<file path="config.mk">
export PLATFORM = sky130hd
export DESIGN_NAME = mux_scan_sequencer
export DESIGN_NICKNAME = d
export VERILOG_FILES = /design/src/rtl/mux_scan_sequencer.sv
export SDC_FILE = /design/constraint.sdc
export NUM_CORES = 1
export LEC_CHECK = 0
export ABC_AREA = 1
export CORE_MARGIN = 2
export CORE_UTILIZATION = 47
export DETAILED_ROUTE_END_ITERATION = 7
export HOLD_SLACK_MARGIN = 0.05
export PLACE_DENSITY = 0.76
export SETUP_SLACK_MARGIN = 0.05
export SLEW_MARGIN = 0
export SYNTH_ARGS = -nofsm -noshare
export SYNTH_HDL_FRONTEND = slang
export SYNTH_SLANG_ARGS = --single-unit
</file>
<file path="constraint.sdc">
create_clock -name clk -period 1.7 [get_ports clk]
set_input_delay 0.17 -clock clk [delete_from_list [all_inputs] [get_ports clk]]
set_output_delay 0.17 -clock clk [all_outputs]
set_load 0.02 [all_outputs]
</file>
<file path="src/rtl/mux_scan_sequencer.sv">
// mux_scan_sequencer: drives a latched word through a WIDTH:1 mux one select
// at a time, rebuilds the word from the sampled mux output and flags mismatch.
module mux_scan_sequencer #(
  parameter int unsigned WIDTH = 4,
  parameter int unsigned SEL_W = 2,
  parameter int unsigned DWELL = 1
) (
  input  logic             clk,
  input  logic             rst,
  input  logic             start,
  input  logic [WIDTH-1:0] data_in,
  input  logic             o,
  output logic [WIDTH-1:0] i,
  output logic [SEL_W-1:0] s,
  output logic             busy,
  output logic             done,
  output logic [WIDTH-1:0] data_out,
  output logic             err
);

  localparam int unsigned CNT_W = (DWELL > 1) ? $clog2(DWELL) : 1;
  localparam logic [CNT_W-1:0] CNT_LAST = CNT_W'(DWELL - 1);
  localparam logic [SEL_W-1:0] SEL_LAST = SEL_W'(WIDTH - 1);

  typedef enum logic [1:0] {
    ST_IDLE,
    ST_LOAD,
    ST_SCAN,
    ST_DONE
  } state_t;

  state_t           r_state;
  logic [WIDTH-1:0] r_i;
  logic [SEL_W-1:0] r_s;
  logic [CNT_W-1:0] r_cnt;
  logic             r_busy;
  logic             r_done;
  logic [WIDTH-1:0] r_dout;
  logic             r_err;

  state_t           w_state_next;
  logic [WIDTH-1:0] w_i_next;
  logic [SEL_W-1:0] w_s_next;
  logic [CNT_W-1:0] w_cnt_next;
  logic             w_busy_next;
  logic             w_done_next;
  logic [WIDTH-1:0] w_dout_next;
  logic             w_err_next;
  logic [WIDTH-1:0] w_sampled;
  logic             w_last_dwell;
  logic             w_last_sel;

  // State and all output registers; reset aborts any scan in progress
  always_ff @(posedge clk) begin
    if (rst) begin
      r_state <= ST_IDLE;
      r_i     <= '0;
      r_s     <= '0;
      r_cnt   <= '0;
      r_busy  <= 1'b0;
      r_done  <= 1'b0;
      r_dout  <= '0;
      r_err   <= 1'b0;
    end else begin
      r_state <= w_state_next;
      r_i     <= w_i_next;
      r_s     <= w_s_next;
      r_cnt   <= w_cnt_next;
      r_busy  <= w_busy_next;
      r_done  <= w_done_next;
      r_dout  <= w_dout_next;
      r_err   <= w_err_next;
    end
  end

  // Next-state and next-register values; the compare uses the word including
  // the bit sampled on the final step so err is valid in the DONE cycle
  always_comb begin
    w_state_next = r_state;
    w_i_next     = r_i;
    w_s_next     = r_s;
    w_cnt_next   = r_cnt;
    w_busy_next  = r_busy;
    w_done_next  = 1'b0;
    w_dout_next  = r_dout;
    w_err_next   = r_err;
    w_sampled    = r_dout;
    w_sampled[r_s] = o;
    w_last_dwell = (r_cnt == CNT_LAST);
    w_last_sel   = (r_s == SEL_LAST);

    case (r_state)
      ST_IDLE: begin
        if (start) begin
          w_i_next     = data_in;
          w_dout_next  = '0;
          w_err_next   = 1'b0;
          w_s_next     = '0;
          w_cnt_next   = '0;
          w_busy_next  = 1'b1;
          w_state_next = ST_LOAD;
        end
      end
      ST_LOAD: begin
        w_s_next     = '0;
        w_cnt_next   = '0;
        w_state_next = ST_SCAN;
      end
      ST_SCAN: begin
        if (w_last_dwell) begin
          w_dout_next = w_sampled;
          w_cnt_next  = '0;
          if (w_last_sel) begin
            w_busy_next  = 1'b0;
            w_done_next  = 1'b1;
            w_err_next   = (w_sampled != r_i);
            w_state_next = ST_DONE;
          end else begin
            w_s_next = r_s + SEL_W'(1);
          end
        end else begin
          w_cnt_next = r_cnt + CNT_W'(1);
        end
      end
      ST_DONE: begin
        w_s_next     = '0;
        w_state_next = ST_IDLE;
      end
      default: begin
        w_state_next = ST_IDLE;
      end
    endcase
  end

  assign i        = r_i;
  assign s        = r_s;
  assign busy     = r_busy;
  assign done     = r_done;
  assign data_out = r_dout;
  assign err      = r_err;

endmodule

</file>
* After elaboration in Yosys (flattened, before gate mapping) *
Index checks and enable logic that the tools add are counted.

storage, ports and cells
  output and inout bits = 13
  register bits after elaboration = 16
  bits of input ports = 8
  logic and storage cells = 59

cells by class
  equal/unequal tests = 9
  reduce and logical (&&, ||, !) cells = 12
  bitwise gates (word level) = 1
  add/sub/neg operators = 2
  multiplexer cells = 25
  order comparisons = 2

operator list
  operator               number
  $mux W2                6
  $mux W1                9
  $reduce_and A3 Y1      3
  $mux W4                2
  $ne A2 B2 Y1 const B   4
  $pmux W2 S4            1
  $pmux W4 S2            1
  $eq A2 B2 Y1 const B   3
  $pmux W2 S3            1
  $bwmux W4              1
  $ne A4 B4 Y1           1
  $pmux W1 S2            2
  $reduce_and A2 Y1      2
  $reduce_and A4 Y1      1
  $lt A2 B3 Y1 const B   1
  $pmux W1 S3            1
  $reduce_bool A3 Y1     1
  $reduce_or A3 Y1       1
  $add A2 B1 Y2 const B  1
  $demux W1 S2           1
  $eq A2 B1 Y1 const B   1
  $ge A2 B1 Y1 const B   1
  $logic_not A2 Y1       1
  $reduce_bool A2 Y1     1
  4 further kinds        4

* Longest topological paths before layout *
  depth in word-level cells = 9
  mapped depth = 11
  mapped depth without buffers = 11

* Worst setup path before layout *
No wires, ideal clock.

  kind = register to register
  from = register r_s[0], in the netlist s[0]
  to = register r_err, in the netlist err
  path slack = 280 ps
  library setup time = 118 ps
  path buffers = 0
  stages on the path, launching flop included = 11
  arrival time = 1,302 ps
  data required time = 1,582 ps
  clock period less this slack = 1,420 ps
  path through = dfxtp_1 > inv_1 > ha_1 > inv_1 > nand2_1 > nand3b_1 > nand2_2 > nor2_1 > nand2_1 > nand2_1 > a21oi_2

on the way
  cells in the longest elaborated chain, start to end = 9
  elaborated cells between the ends (all ways) = 13
  those cells by class = order compare: 2; eq/ne: 3; mux: 6; reduce/logical: 2

RTL lines
  item                                                                RTL line  RTL
  start: declaration                                                  34        logic [SEL_W-1:0] r_s;
  start signal: assignment                                            67        r_s <= w_s_next;
  $lt A2 B3 Y1 (implied by the code) or $ge A2 B1 Y1 (tied branches)  88        w_sampled[r_s] = o;
  $logic_and A1 B1 Y1 (implied by the code)                           88
  $mux W1 (implied by the code)                                       88
  $demux W1 S2                                                        88
  $bwmux W4                                                           88
  $ne A4 B4 Y1                                                        116       w_err_next = (w_sampled != r_i);
  $mux W1                                                             113       if (w_last_sel) begin
  $mux W1                                                             110       if (w_last_dwell) begin
  $pmux W1 S2                                                         92        case (r_state)
  end signal: assignment                                              72        r_err <= w_err_next;
  end: declaration                                                    39        logic r_err;

Parallel ways exist; a longest one is shown, timed or not. The select of a mux whose other input is x is not followed.
A chain may end at the register's enable or synchronous reset.

* Final worst setup path *
  from = register r_s[0], in the netlist s[0]
  to = output s[0]

RTL lines
  item              RTL line  RTL
  end: declaration  14        output logic [SEL_W-1:0] s,

No word-level cell between the ends.

==> impl_metrics.toml <==
[setup_path]
worstSetupPathDepth = 1
critical_path_arrival_ps = 1320
critical_path.max_stage_delay_ps = 630
cp_slowest_cell = "clkdlybuf4s50_1"
crit_family = "buffers and inverters"
cp.required_ps = 1530
worstPathMaxFanout = 5
crit_buf_inv = 1
path_cells = "clkdlybuf4s50_1"
rr_worst_depth = 10
start_kind = "flop"
crit_type = "flop to output port"
end_kind = "output port"

[synth]
syn_nets = 140
ys_ff_latch = 15
yosys.area.top_type_share_pct = 35.56
synthesis.instances = 125
syn_area_um2 = 844.6
yosysTopAreaCell = "dfxtp_1"
yosys.cell_types.count = 18
synth_top_flop_cell = "dfxtp_1"
async_flop_share_pct = 0
ys_seq_area_share_pct = 35.56
yosys-top-cells-area = "dfxtp_1, nand2_1, ha_1, inv_1, a21oi_1"
syn_area_per_cell_um2 = 6.756
synth-edff-count = 0
yosys_warnings = 0

[global_routing]
grt-ovfl-total = 0
grt_pass1_wl_um = 3001
grt_pass1_vias = 750
grt_usage_pct = 19.58
grt_max_degree = 10
antenna_found_initial = 0

[sta]
worst_slew_pin_slew_ps = 279.5
fmax_mhz = 672.9
setup-violations-final = 0
rsz0062_at_grt = "no"
hold_violations = 0
hold_slack_ps = 477.5
max_slew_margin_pct = 81.30
min_period_ps = 1486
finalSetupTns_ps = 0
slew_violations = 0
finClkSkew_ps = 4.775
period_share_pct = 87.42

[clock_network]
clock_path_buffers = 2
clock-sinks = 15
cts_tree = "done"
ctsResizeCount = 0
path_clk_slew_ps = 90
htree_levels = 1
cts_made_buffers = 3
cts-hold-fix-buffers = 0
postCtsSetupRepairBufs = 0
clock_latency_ps = 280
cts-root-buf = "clkbuf_4"

[die]
rows = 15
dieArea_um2 = 2152
start_util_pct = 49.45
core_area_um2 = 1708
fp.dieW_um = 46.39
pin_count = 21
dieHeight_um = 46.39

[route]
wl_um = 1873
drt-pass1-iter-count = 4
routedWlPerCell_um = 10.76
drt_iter0_drc = 20
final_antenna_net_count = 0
drcViolationCount = 0
num_vias = 864
via_per_inst = 4.966

[place]
routabilityCongestion = 0.7784
dp_hpwl_um = 1506
portBuffers = 20

[worst_hold_path]
worst_hold_path.num_cells = 2
hp-class = "flop to flop"

[layout]
drive_gt1_share_pct = 9.396
final_cell_mix = "nand2_1, inv_1, clkdlybuf4s50_1"
area_growth_syn_to_layout_pct = 30.81
diodes = 0
final_nets = 165
fillCellCount = 169
layout_commonest_cell = "nand2_1"

[power]
ir_drop_mv = 0.7106
powerDensity_nw_per_um2 = 1189
leakagePower_nw = 0.4688

[flow_run]
max-cap-violations = 0

[status]
outcome = "finished, final reports clean"
==> kinds of logic (layout without fill, tap and decap cells) <==
| family | count (synthesis) | count (layout) | synth area share (%) |
|---|---|---|---|
| buf+inv | 25 | 49 | 11.26 |
| fa+ha+maj | 7 | 7 | 10.37 |
| simple gates | 58 | 58 | 30.22 |
| compound gates | 20 | 20 | 12.59 |
| flops | 15 | 15 | 35.56 |
==> stage by stage <==
stage	setup slack (ps)	total power, mW	instances	area [um^2]	util (%)
2_1_floorplan	279.6	0.9111	125	844.6	-
3_3_place_gp	283.8	1.104	170	1079	63.15
3_5_place_dp	273.2	1.120	170	1079	63.15
4_1_cts	194.9	1.326	174	1105	64.69
5_1_grt	142.3	1.432	174	1105	64.69
6_report	213.9	1.314	174	1105	64.69
==> synth_stat cells (2+ instances only) <==
cell type  instances
nand2_1           33
inv_1             20
dfxtp_1           15
a21oi_1           11
nand3_1           11
ha_1               7
nor2_1             6
o21ai_0            6
inv_2              4
nand2_2            3
nor3_1             2
==> layout make-up <==
class	count	area, um^2	share of cell area, %
multi-input combinational	85	449.2	40.66
sequential	15	300.3	27.18
timing repair buffer	21	207.7	18.80
inverter	24	90.09	8.154
tap	25	31.28	2.831
clock buffer	4	26.28	2.378
==> registers in the layout, summed over array words and instances (netlist names) <==
register / flops
data_out: 4
s: 2
busy: 1
done: 1
r_state: 2
i: 4
err: 1
==> power by group <==
group	internal, mW	switching (mW)
sequential	0.421	0.0478
combinational	0.255	0.383
clock	0.0910	0.116
==> per-layer routing <==
| metal | routed length [um] | GRT usage (%) | vias to the layer above |
|---|---|---|---|
| met3 | 59 | 3.137 | 6 |
| met2 | 955 | 34.44 | 19 |
| met1 | 828 | 23.28 | 398 |
| met5 | 0 | 0 | - |
| met4 | 30 | 8.000 | 0 |
| li1 | - | - | 441 |
==> path summary, 6_finish.rpt <==
kind,startpoint,slack [ps],endpoint
hold reg to reg,busy,480,busy
setup / recovery,s[0],210,s[0]
setup reg to reg,s[0],300,err
hold / removal,busy,480,busy
(Power assumes the default switching activity.)
